<file path="src/rtl/alu_issue_if.sv">
// Handshake and payload bundle between upstream (fetch/register-read),
// the ALU issue stage, and the execute stage.
interface alu_issue_if;
  logic        in_valid;
  logic        in_ready;
  logic [31:0] in_instr;
  logic [31:0] in_pc;
  logic [31:0] in_rs1_data;
  logic [31:0] in_rs2_data;
  logic        flush;
  logic        out_valid;
  logic        out_ready;
  logic [31:0] out_op1;
  logic [31:0] out_op2;
  logic [3:0]  out_alu_ctrl;
  logic [4:0]  out_rd;
  logic        out_rd_we;
  logic        out_illegal;
  logic [31:0] issue_count;

  // Issue stage side.
  modport slave (
    input  in_valid, in_instr, in_pc, in_rs1_data, in_rs2_data, flush, out_ready,
    output in_ready, out_valid, out_op1, out_op2, out_alu_ctrl, out_rd,
    output out_rd_we, out_illegal, issue_count
  );

  // Environment side: drives instructions in and consumes decoded ops.
  modport master (
    output in_valid, in_instr, in_pc, in_rs1_data, in_rs2_data, flush, out_ready,
    input  in_ready, out_valid, out_op1, out_op2, out_alu_ctrl, out_rd,
    input  out_rd_we, out_illegal, issue_count
  );
endinterface

</file>
<file path="src/rtl/alu_issue_stage.sv">
// ALU decode/issue stage: decodes OP, OP-IMM, LUI and AUIPC into ALU
// operands and a 4-bit control code, held in a single output register
// with valid/ready backpressure, flush and a completed-issue counter.
module alu_issue_stage (
  input logic        clk,
  input logic        rst,
  alu_issue_if.slave bus
);

  localparam logic [6:0] OPC_OP    = 7'b0110011;
  localparam logic [6:0] OPC_OPIMM = 7'b0010011;
  localparam logic [6:0] OPC_LUI   = 7'b0110111;
  localparam logic [6:0] OPC_AUIPC = 7'b0010111;

  localparam logic [6:0] F7_BASE = 7'b0000000;
  localparam logic [6:0] F7_ALT  = 7'b0100000;

  typedef struct packed {
    logic [31:0] op1;
    logic [31:0] op2;
    logic [3:0]  ctrl;
    logic [4:0]  rd;
    logic        rd_we;
    logic        illegal;
  } issue_t;

  issue_t      dec;
  issue_t      held;
  logic        legal;
  logic        out_valid_q;
  logic [31:0] count_q;
  logic        load;
  logic        consume;

  logic [6:0] opcode;
  logic [2:0] funct3;
  logic [6:0] funct7;

  assign opcode = bus.in_instr[6:0];
  assign funct3 = bus.in_instr[14:12];
  assign funct7 = bus.in_instr[31:25];

  // Decode the incoming word into operands, control code and legality.
  always_comb begin
    // NOTE: every output gets a default first so no path leaves a latch behind.
    dec   = '0;
    legal = 1'b0;
    unique case (opcode)
      OPC_OP: begin
        legal    = (funct7 == F7_BASE) ||
                   (funct7 == F7_ALT && (funct3 == 3'b000 || funct3 == 3'b101));
        dec.op1  = bus.in_rs1_data;
        dec.op2  = bus.in_rs2_data;
        dec.ctrl = {bus.in_instr[30], funct3};
      end
      OPC_OPIMM: begin
        dec.op1 = bus.in_rs1_data;
        unique case (funct3)
          3'b001: begin
            legal    = (funct7 == F7_BASE);
            dec.op2  = {27'b0, bus.in_instr[24:20]};
            dec.ctrl = 4'b0001;
          end
          3'b101: begin
            legal    = (funct7 == F7_BASE) || (funct7 == F7_ALT);
            dec.op2  = {27'b0, bus.in_instr[24:20]};
            dec.ctrl = {bus.in_instr[30], 3'b101};
          end
          default: begin
            // instr[30] is immediate data here, not an opcode modifier.
            legal    = 1'b1;
            dec.op2  = {{20{bus.in_instr[31]}}, bus.in_instr[31:20]};
            dec.ctrl = {1'b0, funct3};
          end
        endcase
      end
      OPC_LUI: begin
        legal   = 1'b1;
        dec.op2 = {bus.in_instr[31:12], 12'b0};
      end
      OPC_AUIPC: begin
        legal   = 1'b1;
        dec.op1 = bus.in_pc;
        dec.op2 = {bus.in_instr[31:12], 12'b0};
      end
      default: legal = 1'b0;
    endcase

    // Illegal words are still issued, but as an inert ADD 0,0 with no writeback.
    if (!legal) begin
      dec.op1  = '0;
      dec.op2  = '0;
      dec.ctrl = '0;
    end
    dec.rd      = bus.in_instr[11:7];
    dec.rd_we   = legal && (bus.in_instr[11:7] != 5'd0);
    dec.illegal = !legal;
  end

  assign bus.in_ready = !out_valid_q || bus.out_ready;
  assign load         = bus.in_valid && bus.in_ready && !bus.flush;
  assign consume      = out_valid_q && bus.out_ready;

  // Output register and issue counter; flush outranks load and consume.
  always_ff @(posedge clk) begin
    // NOTE: state uses non-blocking assignments so every register samples pre-edge values.
    if (rst) begin
      out_valid_q <= 1'b0;
      held        <= '0;
      count_q     <= '0;
    end else if (bus.flush) begin
      out_valid_q <= 1'b0;
    end else begin
      if (consume) begin
        count_q <= count_q + 32'd1;
      end
      if (load) begin
        held        <= dec;
        out_valid_q <= 1'b1;
      end else if (consume) begin
        out_valid_q <= 1'b0;
      end
    end
  end

  assign bus.out_valid    = out_valid_q;
  assign bus.out_op1      = held.op1;
  assign bus.out_op2      = held.op2;
  assign bus.out_alu_ctrl = held.ctrl;
  assign bus.out_rd       = held.rd;
  assign bus.out_rd_we    = held.rd_we;
  assign bus.out_illegal  = held.illegal;
  assign bus.issue_count  = count_q;

endmodule
</file>
<file path="src/flat_wrapper.sv">
// flat-port wrapper written by rule: the top's interface ports become plain ports
module alu_issue_stage_flat 
  (clk, rst, bus_in_valid, bus_in_instr, bus_in_pc, bus_in_rs1_data, bus_in_rs2_data, bus_flush, bus_out_ready, bus_in_ready, bus_out_valid, bus_out_op1, bus_out_op2, bus_out_alu_ctrl, bus_out_rd, bus_out_rd_we, bus_out_illegal, bus_issue_count);
  alu_issue_if bus_i ();
  input logic clk;
  input logic rst;
  input wire logic [$bits(bus_i.in_valid)-1:0] bus_in_valid;
  input wire logic [$bits(bus_i.in_instr)-1:0] bus_in_instr;
  input wire logic [$bits(bus_i.in_pc)-1:0] bus_in_pc;
  input wire logic [$bits(bus_i.in_rs1_data)-1:0] bus_in_rs1_data;
  input wire logic [$bits(bus_i.in_rs2_data)-1:0] bus_in_rs2_data;
  input wire logic [$bits(bus_i.flush)-1:0] bus_flush;
  input wire logic [$bits(bus_i.out_ready)-1:0] bus_out_ready;
  output wire logic [$bits(bus_i.in_ready)-1:0] bus_in_ready;
  output wire logic [$bits(bus_i.out_valid)-1:0] bus_out_valid;
  output wire logic [$bits(bus_i.out_op1)-1:0] bus_out_op1;
  output wire logic [$bits(bus_i.out_op2)-1:0] bus_out_op2;
  output wire logic [$bits(bus_i.out_alu_ctrl)-1:0] bus_out_alu_ctrl;
  output wire logic [$bits(bus_i.out_rd)-1:0] bus_out_rd;
  output wire logic [$bits(bus_i.out_rd_we)-1:0] bus_out_rd_we;
  output wire logic [$bits(bus_i.out_illegal)-1:0] bus_out_illegal;
  output wire logic [$bits(bus_i.issue_count)-1:0] bus_issue_count;
  assign bus_i.in_valid = bus_in_valid;
  assign bus_i.in_instr = bus_in_instr;
  assign bus_i.in_pc = bus_in_pc;
  assign bus_i.in_rs1_data = bus_in_rs1_data;
  assign bus_i.in_rs2_data = bus_in_rs2_data;
  assign bus_i.flush = bus_flush;
  assign bus_i.out_ready = bus_out_ready;
  assign bus_in_ready = bus_i.in_ready;
  assign bus_out_valid = bus_i.out_valid;
  assign bus_out_op1 = bus_i.out_op1;
  assign bus_out_op2 = bus_i.out_op2;
  assign bus_out_alu_ctrl = bus_i.out_alu_ctrl;
  assign bus_out_rd = bus_i.out_rd;
  assign bus_out_rd_we = bus_i.out_rd_we;
  assign bus_out_illegal = bus_i.out_illegal;
  assign bus_issue_count = bus_i.issue_count;
  alu_issue_stage u_core (.clk(clk), .rst(rst), .bus(bus_i));
endmodule
</file>
<file path="config.mk">
export PLATFORM = sky130hd
export DESIGN_NAME = alu_issue_stage_flat
export DESIGN_NICKNAME = d
export VERILOG_FILES = /design/src/rtl/alu_issue_if.sv /design/src/rtl/alu_issue_stage.sv /design/src/flat_wrapper.sv
export SDC_FILE = /design/constraint.sdc
export NUM_CORES = 1
export LEC_CHECK = 0
export CAP_MARGIN = 10
export CELL_PAD_IN_SITES_DETAIL_PLACEMENT = 1
export CELL_PAD_IN_SITES_GLOBAL_PLACEMENT = 1
export CORE_MARGIN = 2
export CORE_UTILIZATION = 30
export CTS_CLUSTER_DIAMETER = 80
export DETAILED_ROUTE_END_ITERATION = 10
export PLACE_DENSITY = 0.95
export SLEW_MARGIN = 20
export SYNTH_ARGS = -nofsm -noshare
export SYNTH_HDL_FRONTEND = slang
export SYNTH_SLANG_ARGS = --single-unit
</file>
<file path="constraint.sdc">
create_clock -name clk -period 4.9 [get_ports clk]
set_clock_uncertainty 0.1 [all_clocks]
set_input_delay 0.49 -clock clk [delete_from_list [all_inputs] [get_ports clk]]
set_output_delay 0.49 -clock clk [all_outputs]
set_load 0.1 [all_outputs]
</file>
## Word level (Yosys, flattened, before mapping)

Index checks and enable logic that the tools add are counted.

| storage, ports and cells | value |
|---|---|
| register bits | 108 |
| input bits | 133 |
| output and inout port bits | 109 |
| word-level logic and storage cells | 47 |

| cells by class | value |
|---|---|
| $add $sub $neg | 1 |
| eq/ne operators | 7 |
| mux-type cells | 9 |
| bitwise operators | 1 |
| reductions and logical operators | 21 |

Operators by type and width:

| kind | count |
|---|---|
| $pmux W32 S3 | 1 |
| $pmux W36 S2 | 1 |
| $mux W68 | 1 |
| $pmux W32 S2 | 1 |
| $add A32 B1 Y32 const B | 1 |
| $eq A7 B6 Y1 const B | 3 |
| $eq A7 B5 Y1 const B | 2 |
| $pmux W4 S2 | 1 |
| $logic_not A7 Y1 | 1 |
| $reduce_or A2 Y1 | 3 |
| $logic_and A1 B1 Y1 | 5 |
| $reduce_bool A5 Y1 | 1 |
| $logic_or A1 B1 Y1 | 4 |
| $reduce_and A2 Y1 | 2 |
| $eq A3 B1 Y1 const B | 1 |
| $eq A3 B3 Y1 const B | 1 |
| $logic_not A1 Y1 | 3 |
| $logic_not A3 Y1 | 1 |
| $pmux W1 S3 | 1 |
| $mux W1 | 2 |
| $pmux W1 S2 | 1 |
| $reduce_bool A2 Y1 | 1 |
| $not A1 Y1 | 1 |

## Longest topological paths before layout

Gate-level depths: netlist (run 1).

| depth | value |
|---|---|
| depth in word-level cells | 6 |
| mapped depth | 7 |

## Worst setup path after synthesis (run 1)

No wires, ideal clock.

| path | value |
|---|---|
| kind | reg2reg |
| start | register u_core.out_valid_q (netlist: u_core.bus.out_valid) |
| end | register u_core.held (netlist bit u_core.bus.out_op1[10]) |
| data arrival time | 3075 ps |
| data required time | 4730 ps |
| slack | 1655 ps |
| cell stages (with the launch flop) | 8 |
| buffers on the path | 1 |
| cell sequence | dfxtp_1 > nor2b_1 > inv_1 > nand3b_1 > nor4_1 > clkbuf_1 > nand2_1 > a21oi_1 |

| between the ends | value |
|---|---|
| longest elaborated chain between the ends | 5 |

Ends and longest elaborated chain:

| what | RTL line | RTL |
|---|---|---|
| start, declared | alu_issue_stage.sv:30 | `logic out_valid_q;` |
| start signal, assigned | alu_issue_stage.sv:108 | `out_valid_q <= 1'b0;` |
| start signal, assigned | alu_issue_stage.sv:112 | `out_valid_q <= 1'b0;` |
| start signal, assigned | alu_issue_stage.sv:119 | `out_valid_q <= 1'b1;` |
| $logic_not A1 Y1 | alu_issue_stage.sv:100 | `assign bus.in_ready = !out_valid_q \|\| bus.out_ready;` |
| $logic_or A1 B1 Y1 | alu_issue_stage.sv:100 |  |
| net bus_in_ready | flat_wrapper.sv:14 | `output wire logic [$bits(bus_i.in_ready)-1:0] bus_in_ready;` |
| $logic_and A1 B1 Y1 (2 in series) | alu_issue_stage.sv:101 | `assign load = bus.in_valid && bus.in_ready && !bus.flush;` |
| $reduce_and A2 Y1 (no line) | n/a |  |
| end signal, assigned | alu_issue_stage.sv:109 | `held <= '0;` |
| end signal, assigned | alu_issue_stage.sv:118 | `held <= dec;` |
| end, declared | alu_issue_stage.sv:28 | `issue_t held;` |

The timed path passes the listed nets, and every way through them passes these cells.
A chain may end at the register's enable or synchronous reset.

## Final worst setup path (run 1)

| path | value |
|---|---|
| start | input bus_in_instr[25] |
| end | register u_core.held (netlist bit u_core.bus.out_op2[17]) |

| between the ends | value |
|---|---|
| longest elaborated chain between the ends | 5 |

Ends and longest elaborated chain:

| what | RTL line | RTL |
|---|---|---|
| start, declared | flat_wrapper.sv:8 | `input wire logic [$bits(bus_i.in_instr)-1:0] bus_in_instr;` |
| $eq A7 B6 Y1 or $logic_not A7 Y1 (tied branches) | n/a |  |
| $logic_or A1 B1 Y1 or $logic_and A1 B1 Y1 (tied branches) | alu_issue_stage.sv:65, alu_issue_stage.sv:51 |  |
| $pmux W1 S2 or $logic_or A1 B1 Y1 (tied branches) | alu_issue_stage.sv:58, alu_issue_stage.sv:50 |  |
| $pmux W1 S3 (*) | alu_issue_stage.sv:48 | `unique case (opcode)` |
| $mux W68 (*) | alu_issue_stage.sv:90 | `if (!legal) begin` |

Every way passes the cells marked *; elsewhere a longest branch is shown, timed or not.

==> impl_metrics.py, run 1 <==
metrics = {
    "run_status": {
        "status": "finished clean",
    },
    "synthesis": {
        "avgSynthCellArea_um2": 8.82,
        "synth_top_area_share": 0.461,
        "yosys.area_share.adder": 0.00267,
        "yosysWarnings": 0,
        "synth_compound_area_frac": 0.239,
        "synth_top_family_by_area": "compound AO/OA/AOI/OAI gates",
        "synth.most_common_cell": "dfxtp_1",
        "synth_edf_count": 0,
        "synth.net_count": 666,
        "synth.area.mux_share": 0.0120,
        "synth_xor_area_frac": 0.0541,
        "synth-simple-area-share": 0.195,
        "ys_seq_elements": 108,
        "ys.flop_type": "dfxtp_1",
        "async_flop_share": 0,
        "ys_top_cells_by_area": "dfxtp_1, a22oi_1, nor2_1",
        "syn_area_um2": 4690,
        "synth_top_area_cell": "dfxtp_1",
        "synthCells": 532,
        "ys_types": 43,
        "yosysSeqAreaShare": 0.461,
        "synth_commonest_cells": "dfxtp_1, nor2_1, nand2_1",
    },
    "critical_path": {
        "crit_fanout": 20,
        "start_kind": "input port",
        "endpoint_kind": "flop",
        "timing.rr.end": "u_core.bus.out_op2[17]",
        "arrival_ps": 3300,
        "r2r_slack_ps": 2360,
        "r2r-start": "u_core.bus.out_valid",
        "path_class": "in2reg",
        "critical_path.startpoint": "bus_in_instr[25]",
        "r2r_cells": 5,
        "required_ps": 5090,
    },
    "hold_path": {
        "hold_path.class": "reg2reg",
        "hold_path_end": "u_core.bus.out_rd[1]",
        "min_from": "u_core.bus.out_rd[1]",
        "holdPathStages": 2,
    },
    "clock_network": {
        "cts_root_buf": "clkbuf_16",
        "htree_levels": 3,
        "clk_latency_ps": 350,
        "cts_tree": "yes",
        "post_cts_resized": 0,
        "cts_setup_buffers": 0,
        "holdBufCountCts": 0,
        "cts.sinks": 108,
        "clockBufferDepth": 2,
        "cts-buffers-inserted": 9,
        "clk_pin_slew_ps": 70,
    },
    "drt": {
        "drt-vias-per-instance": 5.26,
        "wl_mm": 18.5,
        "dr.pass1.iters": 4,
        "dr_total_vias": 5098,
        "antenna_left": 0,
        "drt_iter0_drc": 256,
        "wire_per_inst_um": 19.1,
        "drc": 0,
    },
    "floorplanning": {
        "fp.coreArea_um2": 15300,
        "pin_count": 242,
        "die_w_um": 129,
        "start_util": 0.308,
        "fp.dieH_um": 129,
        "dieArea_um2": 16700,
        "num_rows": 45,
    },
    "finish": {
        "fin_area_um2": 7630,
        "area_growth_syn_to_layout_pct": 62.7,
        "multiInputGateArea_um2": 2400,
        "diodes": 0,
        "fillerInstances": 1715,
        "register_area_um2": 2160,
        "drive_above_1_share": 0.0805,
        "nets": 887,
    },
    "sta": {
        "hold_viol_final": 0,
        "slew_headroom": 0.270,
        "timing.setup.tns_ps": 0,
        "timing.fmax_mhz": 321,
        "whs_ps": 360,
        "timing.final.ws_setup_ps": 1780,
        "period_share": 0.636,
        "slew_viol_final": 0,
        "worstMarginPinSlew_ps": 1090,
        "setup-violations-final": 0,
        "rsz0062_at_grt": "no",
        "fin_crit_ps": 3120,
    },
    "global_routing": {
        "antenna_found_initial": 0,
        "grt_overflow": 0,
        "track_usage": 0.221,
        "grt_pass1_wl_mm": 28.6,
        "grt_max_degree": 48,
        "grt_pass1_vias": 5402,
    },
    "placed_design": {
        "hpwl_mm": 13.5,
        "portBuffers": 241,
        "place.gp.congestion": 0.807,
        "pre_cts_ws_ps": 1530,
        "placed_area_um2": 7310,
    },
    "power": {
        "power.total_mw": 2.00,
        "ir_worst_vdd_mv": 0.161,
        "power_leakage_nw": 2.53,
        "p_per_area_nw_per_um2": 262,
    },
    "job": {
        "drv_cap": 0,
    },
}
-- routing by layer --
metal | GRT usage | part of all wire | vias to the layer above
met4 | 0.0908 | 0.029 | 0
met2 | 0.385 | 0.50 | 188
li1 | - | - | 2400
met3 | 0.0661 | 0.073 | 38
met1 | 0.253 | 0.40 | 2472
met5 | 0 | 0 | -
-- final cells by class --
type,instances,share of cell area
Clock buffer,11,0.0331
Timing Repair Buffer,250,0.324
Clock inverter,5,0.00787
Sequential cell,108,0.283
Inverter,5,0.00246
Multi-Input combinational cell,379,0.315
Tap cell,211,0.0346
-- critical path: stages --
cell             delay [ps]
clkdlybuf4s50_1         460
or4_1                   560
o32a_1                  390
o31ai_4                 400
o21a_1                  670
o221a_2                 340
-- logic make-up after synthesis --
kind of cell,count (synthesis)
mux,5
simple gates,195
compound gates,149
flops,108
buf+inv,45
fa+ha+maj,1
xor+xnor,29
-- cell usage in the layout (no fill, tap or decap), types with 2 or more instances in the layout --
master | netlist | layout
nand3_1 | 10 | 10
a22o_1 | 7 | 7
clkbuf_8 | 0 | 2
o221a_2 | 20 | 20
o21ai_1 | 8 | 7
clkdlybuf4s50_1 | 0 | 240
clkbuf_16 | 0 | 9
mux2_2 | 5 | 5
clkinv_4 | 0 | 2
or4_1 | 2 | 2
or2_2 | 2 | 2
a21oi_1 | 37 | 37
and4_1 | 5 | 5
buf_4 | 0 | 9
nand4_1 | 9 | 9
nor4_1 | 15 | 14
nor2b_1 | 4 | 4
o21ai_0 | 2 | 2
xnor2_1 | 22 | 22
a22oi_1 | 52 | 52
xor2_1 | 7 | 7
nand3b_1 | 2 | 2
inv_1 | 4 | 4
nand4b_1 | 2 | 2
a32oi_1 | 15 | 15
nand2_1 | 56 | 56
nor2_1 | 75 | 75
dfxtp_1 | 108 | 108
or3_1 | 2 | 2
and3b_1 | 2 | 2
nor3_1 | 5 | 3
-- how the worst max path moves through the flow --
stage                                   endpoint  slack, ps  cells after the start
after global routing      u_core.bus.out_op2[28]       1670                      6
after detailed placement  u_core.bus.out_op2[13]       1530                      6
final                     u_core.bus.out_op2[17]       1780                      6
after floorplan           u_core.bus.out_op1[10]       1650                      7
after CTS                 u_core.bus.out_op2[17]       1890                      6
after global placement    u_core.bus.out_op2[17]       1600                      6
-- sequential cells by signal (all words and copies together), names as in the netlist --
name                     count
u_core.bus.issue_count      32
u_core.bus.out_op1          32
u_core.bus.out_op2          32
u_core.bus.out_rd            5
u_core.bus.out_alu_ctrl      4
u_core.bus.out_illegal       1
u_core.bus.out_rd_we         1
u_core.bus.out_valid         1
-- metrics by stage --
step / std cells / util
4_1_cts: 969 / 0.499
3_3_place_gp: 953 / 0.479
6_report: 969 / 0.500
5_1_grt: 969 / 0.500
2_1_floorplan: 532 / -
3_5_place_dp: 953 / 0.479
-- report_power, final --
group / switching [mW] / internal, mW
logic: 0.194 / 0.148
registers: 0.00743 / 0.889
clock network: 0.339 / 0.426
total: 0.541 / 1.46
Power figures use the tool's default switching activity.
==> inputs of run 2 (changes only) <==
Settings changed: CORE_UTILIZATION 30 to 28, PLACE_DENSITY 0.95 to 0.9.
Clock period 4.9 ns to 3.05 ns, I/O delays scaled along.
==> run 2 against run 1 <==
Against the previous run: core utilization shrank 4.9 points; critical path type unchanged; clock power grew 58%; non-clock buffer count grew 8; final cell count grew 1.8%; sequential power grew 61%; design area shrank 2.6%; sequential cell count is the same; critical path depth grew 2; count of clock-buffer cells in the layout is the same; setup slack lost 1300 ps; via count shrank 0.88%.
==> impl_metrics.py, run 2 (synthesis results as in run 1) <==
metrics = {
    "critical_path": {
        "required_ps": 3250,
        "arrival_ps": 2770,
        "r2r_cells": 8,
        "cpPeakStageDelay_ps": 560,
        "r2r_slack_ps": 870,
        "endpoint_kind": "flop",
        "crit_family": "compound AO/OA/AOI/OAI gates",
        "critPathBufInv": 3,
        "crit_slowest_cell": "or4_1",
        "crit_top_cell": "buf_4",
        "path_class": "in2reg",
        "start_kind": "input port",
        "r2r-start": "u_core.bus.out_valid",
        "timing.rr.end": "u_core.bus.out_op1[24]",
        "crit_fanout": 20,
        "critical_path.startpoint": "bus_in_instr[25]",
        "path_cells": "clkdlybuf4s50_1 -> or4_1 -> o32a_1 -> o31ai_4 -> buf_4 -> o21a_1 -> buf_4 -> o221a_2",
    },
    "floorplanning": {
        "dieArea_um2": 17800,
        "fp.coreArea_um2": 16500,
        "fp.dieH_um": 133,
        "start_util": 0.285,
        "die_w_um": 133,
        "pin_count": 242,
        "num_rows": 47,
    },
    "hold_path": {
        "holdPathStages": 2,
        "hold_path.class": "in2reg",
        "hold_path_end": "u_core.bus.out_alu_ctrl[2]",
        "min_from": "rst",
    },
    "sta": {
        "period_share": 0.843,
        "fin_crit_ps": 2570,
        "timing.fmax_mhz": 389,
        "whs_ps": 285,
        "setup-violations-final": 0,
        "rsz0062_at_grt": "no",
        "timing.final.ws_setup_ps": 478,
        "hold_viol_final": 0,
        "slew_viol_final": 0,
        "worstMarginPinSlew_ps": 634,
        "slew_headroom": 0.576,
    },
    "clock_network": {
        "cts_setup_buffers": 0,
        "cts-buffers-inserted": 9,
        "cts_root_buf": "clkbuf_16",
        "clk_latency_ps": 350,
        "cts.sinks": 108,
        "clk_pin_slew_ps": 70,
        "clockBufferDepth": 2,
        "cts_tree": "yes",
        "holdBufCountCts": 0,
        "htree_levels": 3,
        "post_cts_resized": 0,
    },
    "global_routing": {
        "grt_pass1_wl_mm": 28.1,
        "grt_overflow": 0,
        "track_usage": 0.199,
        "antenna_found_initial": 0,
        "grt_pass1_vias": 5278,
        "grt_max_degree": 54,
    },
    "placed_design": {
        "hpwl_mm": 13.3,
        "portBuffers": 241,
        "pre_cts_ws_ps": 137,
        "place.gp.congestion": 0.774,
        "placed_area_um2": 7140,
        "dp.cells": 970,
    },
    "job": {
        "drv_cap": 0,
    },
    "drt": {
        "wl_mm": 17.8,
        "dr_total_vias": 5053,
        "drt-vias-per-instance": 5.12,
        "wire_per_inst_um": 18.1,
        "drc": 0,
        "drt_iter0_drc": 198,
        "antenna_left": 0,
        "dr.pass1.iters": 4,
    },
    "finish": {
        "layout_commonest_cell": "clkdlybuf4s50_1",
        "diodes": 0,
        "fin_area_um2": 7440,
        "final_cell_mix": "clkdlybuf4s50_1, buf_4, dfxtp_1",
        "final_cells": 986,
        "nets": 895,
        "area_growth_syn_to_layout_pct": 58.5,
        "drive_above_1_share": 0.232,
    },
    "run_status": {
        "status": "finished clean",
    },
    "power": {
        "p_per_area_nw_per_um2": 430,
        "power_leakage_nw": 2.78,
        "ir_worst_vdd_mv": 0.260,
    },
}
## run 2: worst max path at each step
stage               slack, ps                     end  cells after the start
finish                    480  u_core.bus.out_op2[12]                      8
global route              420  u_core.bus.out_op2[12]                      8
CTS                       520  u_core.bus.out_op2[12]                      8
detailed placement        140  u_core.bus.out_op2[12]                      8
global placement          200  u_core.bus.out_op2[26]                      8
floorplan                -160    u_core.bus.out_rd[2]                      7
## run 2: per-layer routing
layer / global-route usage / share of wire / vias to the layer above
met2: 0.337 / 0.49 / 174
met4: 0.0786 / 0.023 / 0
met1: 0.240 / 0.41 / 2440
met5: 0 / 0 / -
li1: - / - / 2415
met3: 0.0525 / 0.069 / 24
## run 2: final cells by class
cell class	count	area [µm²]
fillers	1963	9030
multi-input cells	379	2390
repair buffers	258	2290
flip-flops and latches	108	2160
well taps	220	275
clock buffers	11	243
clock inverters	5	60.1
inverters	5	22.5
## run 2: per-stage QoR
stage / total power, mW / setup TNS [ps] / utilization
finish: 3.20 / 0 / 0.452
global route: 3.33 / 0 / 0.452
CTS: 3.25 / 0 / 0.452
detailed placement: 2.02 / 0 / 0.433
global placement: 2.01 / 0 / 0.433
floorplan: 1.74 / -2370 / -
## run 2: power breakdown
part	switching (mW)	internal [mW]	total, mW
clock network	0.549	0.664	1.21
registers	0.0120	1.43	1.44
logic	0.309	0.240	0.549
total	0.870	2.33	3.20
## run 2: worst reg2reg max path: cells and delay by family, from the launching register on
kind,cells,cell delay [ps]
AO/OA/AOI/OAI,2,320
buffers and inverters,3,610
flip-flops,1,400
AND/OR/NAND/NOR,3,630
